<file path="config.mk">
export PLATFORM = sky130hd
export DESIGN_NAME = seq_pattern_detector_flat
export DESIGN_NICKNAME = d
export VERILOG_FILES = /design/src/rtl/seq_patdet_pkg.sv /design/src/rtl/seq_patdet_if.sv /design/src/rtl/patdet_sat_counter.sv /design/src/rtl/seq_pattern_detector.sv /design/src/flat_wrapper.sv
export SDC_FILE = /design/constraint.sdc
export NUM_CORES = 1
export LEC_CHECK = 0
export BUFFER_PORTS_ARGS = -buffer_cell sky130_fd_sc_hd__buf_4
export CAP_MARGIN = 20
export CORE_MARGIN = 2
export CORE_UTILIZATION = 45
export DETAILED_ROUTE_END_ITERATION = 10
export MAX_ROUTING_LAYER = met4
export PLACE_DENSITY_LB_ADDON = 0.1
export SLEW_MARGIN = 10
export SYNTH_ARGS = -nofsm -noshare
export SYNTH_HDL_FRONTEND = slang
export SYNTH_SLANG_ARGS = --single-unit
</file>
<file path="constraint.sdc">
create_clock -name clk -period 1.85 [get_ports clk]
set_clock_uncertainty 0.05 [all_clocks]
set_input_delay 0.185 -clock clk [delete_from_list [all_inputs] [get_ports clk]]
set_output_delay 0.185 -clock clk [all_outputs]
set_load 0.05 [all_outputs]
</file>
<file path="src/rtl/seq_patdet_pkg.sv">
// seq_patdet_pkg: shared sizes and match-mode encoding for the serial pattern detector.
package seq_patdet_pkg;
    localparam int MAX_PAT_LEN = 32;
    localparam int DEF_PAT_LEN = 3;
    localparam int DEF_CNT_W   = 8;
    typedef enum logic {PD_OVERLAP, PD_NONOVERLAP} pd_mode_e;
endpackage

</file>
<file path="src/rtl/seq_patdet_if.sv">
// seq_patdet_if: serial stream, configuration and match status bundle of the pattern detector.
interface seq_patdet_if
    import seq_patdet_pkg::*;
#(
    parameter int PAT_LEN = DEF_PAT_LEN,
    parameter int CNT_W   = DEF_CNT_W
);
    logic               in_valid;
    logic               in;
    logic               cfg_we;
    logic [PAT_LEN-1:0] cfg_pattern;
    logic [PAT_LEN-1:0] cfg_mask;
    logic               overlap_en;
    logic               cnt_clr;
    logic               z;
    logic [CNT_W-1:0]   match_cnt;
    modport master (
        output in_valid, in, cfg_we, cfg_pattern, cfg_mask, overlap_en, cnt_clr,
        input  z, match_cnt
    );
    modport slave (
        input  in_valid, in, cfg_we, cfg_pattern, cfg_mask, overlap_en, cnt_clr,
        output z, match_cnt
    );
endinterface

</file>
<file path="src/rtl/patdet_sat_counter.sv">
// patdet_sat_counter: saturating event counter; clear wins over a simultaneous increment.
module patdet_sat_counter #(
    parameter int W = 8
) (
    input  logic         clk,
    input  logic         rst_n,
    input  logic         inc,
    input  logic         clr,
    output logic [W-1:0] cnt
);
    logic [W-1:0] cnt_q, cnt_d;
    always_comb cnt_d = clr ? '0 : (inc && cnt_q != '1) ? cnt_q + 1'b1 : cnt_q;
    always_ff @(posedge clk or negedge rst_n) begin
        if (!rst_n) cnt_q <= '0;
        else        cnt_q <= cnt_d;
    end
    assign cnt = cnt_q;
endmodule

</file>
<file path="src/rtl/seq_pattern_detector.sv">
// seq_pattern_detector: programmable PAT_LEN-bit serial pattern detector with match pulse and counter.
// Define SEQ_PATDET_MASK_EN to add a per-bit compare mask loaded with cfg_we.
module seq_pattern_detector
    import seq_patdet_pkg::*;
#(
    parameter int                 PAT_LEN     = DEF_PAT_LEN,
    parameter int                 CNT_W       = DEF_CNT_W,
    parameter logic [PAT_LEN-1:0] RST_PATTERN = PAT_LEN'(3'b101)
) (
    input logic         clk,
    input logic         rst_n,
    seq_patdet_if.slave bus
);
    localparam int             FW   = $clog2(PAT_LEN + 1);
    localparam logic [FW-1:0]  FULL = FW'(PAT_LEN);
    logic [PAT_LEN-1:0] window_q, window_d, pattern_q, pattern_d, hit_mask;
    logic [FW-1:0]      fill_q, fill_d, fill_inc;
    logic               z_q, z_d, match;
    pd_mode_e           mode;
`ifdef SEQ_PATDET_MASK_EN
    logic [PAT_LEN-1:0] mask_q, mask_d;
    always_comb mask_d = bus.cfg_we ? bus.cfg_mask : mask_q;
    always_ff @(posedge clk or negedge rst_n) begin
        if (!rst_n) mask_q <= '1;
        else        mask_q <= mask_d;
    end
    assign hit_mask = mask_q;
`else
    logic unused_mask;
    assign unused_mask = ^bus.cfg_mask;
    assign hit_mask    = '1;
`endif
    // fill gates matching so reset/config zeros in the window never count as pattern bits
    always_comb begin
        mode      = bus.overlap_en ? PD_OVERLAP : PD_NONOVERLAP;
        window_d  = window_q;
        pattern_d = pattern_q;
        fill_d    = fill_q;
        match     = 1'b0;
        fill_inc  = (fill_q == FULL) ? FULL : fill_q + 1'b1;
        if (bus.cfg_we) begin
            pattern_d = bus.cfg_pattern;
            window_d  = '0;
            fill_d    = '0;
        end else if (bus.in_valid) begin
            window_d = {window_q[PAT_LEN-2:0], bus.in};
            match    = (fill_inc == FULL) && (((window_d ^ pattern_q) & hit_mask) == '0);
            fill_d   = (match && mode == PD_NONOVERLAP) ? '0 : fill_inc;
        end
        z_d = match;
    end
    always_ff @(posedge clk or negedge rst_n) begin
        if (!rst_n) begin
            window_q  <= '0;
            pattern_q <= RST_PATTERN;
            fill_q    <= '0;
            z_q       <= 1'b0;
        end else begin
            window_q  <= window_d;
            pattern_q <= pattern_d;
            fill_q    <= fill_d;
            z_q       <= z_d;
        end
    end
    patdet_sat_counter #(.W(CNT_W)) u_cnt (
        .clk   (clk),
        .rst_n (rst_n),
        .inc   (match),
        .clr   (bus.cnt_clr),
        .cnt   (bus.match_cnt)
    );
    assign bus.z = z_q;
endmodule

</file>
<file path="src/flat_wrapper.sv">
// flat-port wrapper written by rule: the top's interface ports become plain ports
module seq_pattern_detector_flat import seq_patdet_pkg::*;
#(
    parameter int                 PAT_LEN     = DEF_PAT_LEN,
    parameter int                 CNT_W       = DEF_CNT_W,
    parameter logic [PAT_LEN-1:0] RST_PATTERN = PAT_LEN'(3'b101)
)
  (clk, rst_n, bus_in_valid, bus_in, bus_cfg_we, bus_cfg_pattern, bus_cfg_mask, bus_overlap_en, bus_cnt_clr, bus_z, bus_match_cnt);
  seq_patdet_if #(.PAT_LEN(PAT_LEN), .CNT_W(CNT_W)) bus_i ();
  input logic clk;
  input logic rst_n;
  input wire logic [$bits(bus_i.in_valid)-1:0] bus_in_valid;
  input wire logic [$bits(bus_i.in)-1:0] bus_in;
  input wire logic [$bits(bus_i.cfg_we)-1:0] bus_cfg_we;
  input wire logic [$bits(bus_i.cfg_pattern)-1:0] bus_cfg_pattern;
  input wire logic [$bits(bus_i.cfg_mask)-1:0] bus_cfg_mask;
  input wire logic [$bits(bus_i.overlap_en)-1:0] bus_overlap_en;
  input wire logic [$bits(bus_i.cnt_clr)-1:0] bus_cnt_clr;
  output wire logic [$bits(bus_i.z)-1:0] bus_z;
  output wire logic [$bits(bus_i.match_cnt)-1:0] bus_match_cnt;
  assign bus_i.in_valid = bus_in_valid;
  assign bus_i.in = bus_in;
  assign bus_i.cfg_we = bus_cfg_we;
  assign bus_i.cfg_pattern = bus_cfg_pattern;
  assign bus_i.cfg_mask = bus_cfg_mask;
  assign bus_i.overlap_en = bus_overlap_en;
  assign bus_i.cnt_clr = bus_cnt_clr;
  assign bus_z = bus_i.z;
  assign bus_match_cnt = bus_i.match_cnt;
  seq_pattern_detector #(.PAT_LEN(PAT_LEN), .CNT_W(CNT_W), .RST_PATTERN(RST_PATTERN)) u_core (.clk(clk), .rst_n(rst_n), .bus(bus_i));
endmodule
</file>
### Yosys cells after proc, flatten, opt, wreduce, memory -nomap -nowiden

Index checks and enable logic that the tools add are counted.
W data, S select, Z words.

* multiply operators: 0
* muxes and demuxes: 11
* $lt $le $gt $ge: 0
* add/subtract/negate cells: 2
* divide/modulo/power cells: 0
* shift-type cells: 0
* bitwise operators: 1
* reduce and logical (&&, ||, !) cells: 6
* equality and inequality tests: 3

Operator list (number)
* $mux W8: 2
* $mux W2: 6
* $add A8 B1 Y8 const B: 1
* $ne A8 B8 Y1 const B: 1
* $eq A2 B2 Y1 const B: 2
* $reduce_bool A2 Y1: 2
* $logic_and A1 B1 Y1: 3
* $logic_not A3 Y1: 1
* $mux W1: 3
* $xor A3 B3 Y3: 1
* $add A2 B1 Y2 const B: 1

* memory bits (read-only): 0
* bits in latches: 0
* input bits: 13
* logic and storage cells: 28
* register bits: 16
* bits in writable memories: 0
* output and inout port bits: 9
* memories kept: 0

### Longest topological paths before layout

* depth in word-level cells: 9
* depth in mapped cells: 7
* gate-level depth less buffers: 5

### By module

Synthesis repeated with hierarchy kept, for this count alone.

* cells, all modules: 72
* area total of the unflattened synthesis: 830.8 µm²

By module, submodules not included
* patdet_sat_counter: sequential area each 200.2 µm², area an instance 444.2 µm², cells each 42, instances 1
* seq_pattern_detector: sequential area each 202.7 µm², area an instance 386.6 µm², cells each 30, instances 1

### Least setup slack after synthesis

Ideal clock, no wire load.

* path type: register to register
* from: reg u_core.u_cnt.cnt_q[1] (netlist: u_core.u_cnt.cnt[1])
* to: reg u_core.u_cnt.cnt_q[5] (netlist: u_core.u_cnt.cnt[5])
* clock period less this slack: 1895 ps
* path buffers: 0
* cell stages (with the launch flop): 6
* data required time: 1672 ps
* library setup time: 128 ps
* slack: -45 ps
* arrival time: 1718 ps
* path through: dfrtp_1 > ha_1 > nand2_1 > nor3_2 > nor4_1 > mux2_1

* longest elaborated chain between the ends: 3
* elaborated cells on any way between the ends: 6
* those cells by class: add/sub (1); eq/ne (1); mux (2); reduce/logical (2)

RTL lines
* from (decl): line patdet_sat_counter.sv:11 `logic [W-1:0] cnt_q, cnt_d;`
* from (signal assigned): line patdet_sat_counter.sv:15 `else cnt_q <= cnt_d;`
* $add A8 B1 Y8 / $ne A8 B8 Y1 (equally long branches): line patdet_sat_counter.sv:12 `always_comb cnt_d = clr ? '0 : (inc && cnt_q != '1) ? cnt_q + 1'b1 : cnt_q;`
* $mux W8 / $logic_and A1 B1 Y1 (equally long branches): line patdet_sat_counter.sv:12
* $mux W8 / $reduce_bool A2 Y1 (equally long branches)

Parallel ways exist; a longest one is shown, timed or not. The select of a mux whose other input is x is not followed.
A chain may end at the register's enable or synchronous reset.

### Worst setup path in the final report

Ends and elaborated chain as after synthesis.

==> metrics.md <==
| Metric | Value |
|---|---|
| Outcome | completed |
| WS Path Type | reg -> reg |
| Syn Inst Count | 79 |
| Total CTS buffers | 3 |
| CP Data Required Time | 1980 ps |
| PnR worst setup slack | 165 ps |
| Yosys warnings | 0 |
| All-layer global routing usage | 17.0% |
| Buffers on Ports | 18 |
| DR WL met3 | 73 um |
| Worst rel slew slack | 66.9% |
| Initial antenna violation count | 0 |
| DR pass1 iterations | 4 |
| Die width | 47.3 um |
| Vias | 671 |
| Wl on met1 | 746 um |
| Area growth syn-to-layout | 24.7% |
| Synth cell types | 33 |
| Worst slack at placement | 139 ps |
| CTS max path bufs | 2 |
| Routability cong. | 0.811 |
| Starting Density | 48.4% |
| Root buffer cell | clkbuf_4 |
| Synthesized flop and latch total | 16 |
| Peak VDD IR | 0.519 mV |
| Fillcell total | 160 |
| Startpoint Class | register |
| Setup TNS | 0 ps |
| Latest clock arrival within the worst-skew pair | 290 ps |
| Placed Cells | 120 |
| Total of max-cap violations | 0 |
| Critical Path Fanout Max | 8 |
| Final Core Density | 60.4% |
| Storage cell area | 405 um2 |
| CP endpoint kind | register |
| Ant. Diodes | 0 |
| Leakage power | 0.461 nW |
| WP data arrival | 1820 ps |
| Final Max Slew Viols | 0 |
| Routed len/inst | 12.6 um |
| Remaining global-route overflow | 0 |
| WL met2 | 749 um |
| Worst slew pin tran | 493 ps |
| Layout cells sized above 1 | 39.0% |
| Maximum clock frequency | 594 MHz |
| Final period util | 91.1% |
| DP HPWL | 1190 um |
| Routed WL | 1580 um |
| Vias per cell | 5.37 |
| Post-CTS Setup Inserts | 0 |
| Hold_ws | 67.7 ps |
| DRT antenna net count | 0 |
| Fin cells | 125 |
| Pwr Density | 649 mW/mm2 |
| H-tree levels | 1 |
| Syn avg cell area | 10.7 um2 |
| Synth Cell Area | 845 um2 |
| Mapped Nets | 93 |
| HP Class | in -> reg |
| RSZ-0062 raised after global routing | no |
| Iteration-0 DRC Markers | 12 |
| Clock transition at path regs | 100 ps |
| Die H | 47.3 um |
| Nets | 115 |
| Row cnt | 15 |
| Multi-input logic area | 402 um2 |
| Largest net degree at the start of global routing | 17 |
| Core ar. | 0.00175 mm2 |
| Sink Count | 16 |
| Finish-stage setup viols | 0 |
| Max Used Layer | met4 |
| First-pass GRT wire length | 2560 um |
| Register area share after synthesis | 47.7% |
| Post-route minimum period | 1680 ps |
| R2R setup slack | 170 ps |
| Number of global-route vias before repair | 594 |
| Die area | 0.00224 mm2 |
| CTS tree | built |
| DRC Markers | 0 |
| Final hold viol count | 0 |
| Num ports | 22 |
layer usage:
metal	track usage, %	vias to the layer above
met4	8.33	0
met2	24.3	15
met5	-	-
met1	22.8	323
li1	-	331
met3	3.46	2
cell usage after synthesis (all sizes together):
library cell	n	share of area (%)
buf	4	3.3
mux2i	3	3.6
nor3	2	1.8
or4	1	0.89
a21oi	8	4.7
nand2	2	0.89
o21ai	2	1.2
or3	4	3.0
a211oi	1	0.89
nand3	1	0.59
nor3b	1	0.89
mux2	4	5.3
o2111ai	1	1.0
ha	1	1.5
inv	5	2.2
nand4	4	3.7
nor4	1	0.74
dfrtp	14	41
nand2b	3	2.2
o31ai	3	2.7
o221ai	1	1.0
nor2	6	2.7
or2	1	0.74
xnor2	3	5.8
dfstp	2	6.2
and3b	1	1.0
critical path, stage by stage (launching register included):
cell	delay, ps
dfrtp_2	400
ha_1	200
nand2_1	100
nor3_2	440
nor4_2	80
mux2_1	320
cell families after synthesis:
family | Yosys count | share of synthesized area [%]
compound gates | 16 | 11.6
xor+xnor | 3 | 5.78
fa+ha+maj | 1 | 1.48
buf+inv | 9 | 5.48
flops | 16 | 47.7
mux | 7 | 8.89
simple gates | 27 | 19.1
cells in the final DEF (no fill, tap or decap), types with 2 or more instances in the layout:
cell type	count
dfstp_2	2
clkbuf_4	3
o21ai_0	2
mux2_2	3
nand2b_1	3
nand4_1	3
a21oi_1	8
dfrtp_1	12
or3_1	4
o31ai_1	3
nor2_1	6
mux2i_1	3
nand2_1	2
inv_1	4
buf_4	20
xnor2_2	3
dfrtp_2	2
final timing paths:
| kind | to | cells after the start | start |
|---|---|---|---|
| worst max-delay path | u_core.u_cnt.cnt[5]$_DFFE_PN0P_ | 5 | u_core.u_cnt.cnt[1]$_DFFE_PN0P_ |
| worst min-delay path | u_core.fill_q[0]$_DFFE_PN0P_ | 2 | bus_cfg_we |
| worst max register to register | u_core.u_cnt.cnt[5]$_DFFE_PN0P_ | 5 | u_core.u_cnt.cnt[1]$_DFFE_PN0P_ |
| worst min register to register | u_core.fill_q[0]$_DFFE_PN0P_ | 2 | u_core.fill_q[0]$_DFFE_PN0P_ |
| max in group asynchronous | u_core.pattern_q[0]$_DFFE_PN1P_ | 2 | rst_n |
| min in group asynchronous | u_core.u_cnt.cnt[4]$_DFFE_PN0P_ | 2 | rst_n |
power by group:
group | internal, W | switching, W
Sequential | 0.000365 | 0.0000120
Combinational | 0.0000396 | 0.0000315
Clock | 0.000120 | 0.000116
flip-flops by register name, indices dropped and copies added, names as in the netlist:
signal / count
u_core.bus.z: 1
u_core.fill_q: 2
u_core.u_cnt.cnt: 8
u_core.pattern_q: 3
u_core.window_q: 2
timing repair:
item	in CTS	in global routing
resized for setup	0	1
hold buffers	1	0
endpoints found under the setup margin	0	1
endpoints found under the hold margin	16	0
final cells by class:
| cell class | instances | share of cell area [%] |
|---|---|---|
| multi-input combinational | 54 | 38.1 |
| clock buffer | 4 | 3.44 |
| sequential | 16 | 38.5 |
| timing repair buffer | 21 | 15.2 |
| inverter | 5 | 1.78 |
| tap | 25 | 2.97 |
through the flow:
| step | instance area (um2) | power [W] |
|---|---|---|
| 2_1_floorplan | 847 | 0.000427 |
| 3_3_place_gp | 1000 | 0.000452 |
| 3_5_place_dp | 1000 | 0.000455 |
| 4_1_cts | 1050 | 0.000696 |
| 5_1_grt | 1050 | 0.000713 |
| 6_report | 1050 | 0.000684 |
(Power assumes the default switching activity.)
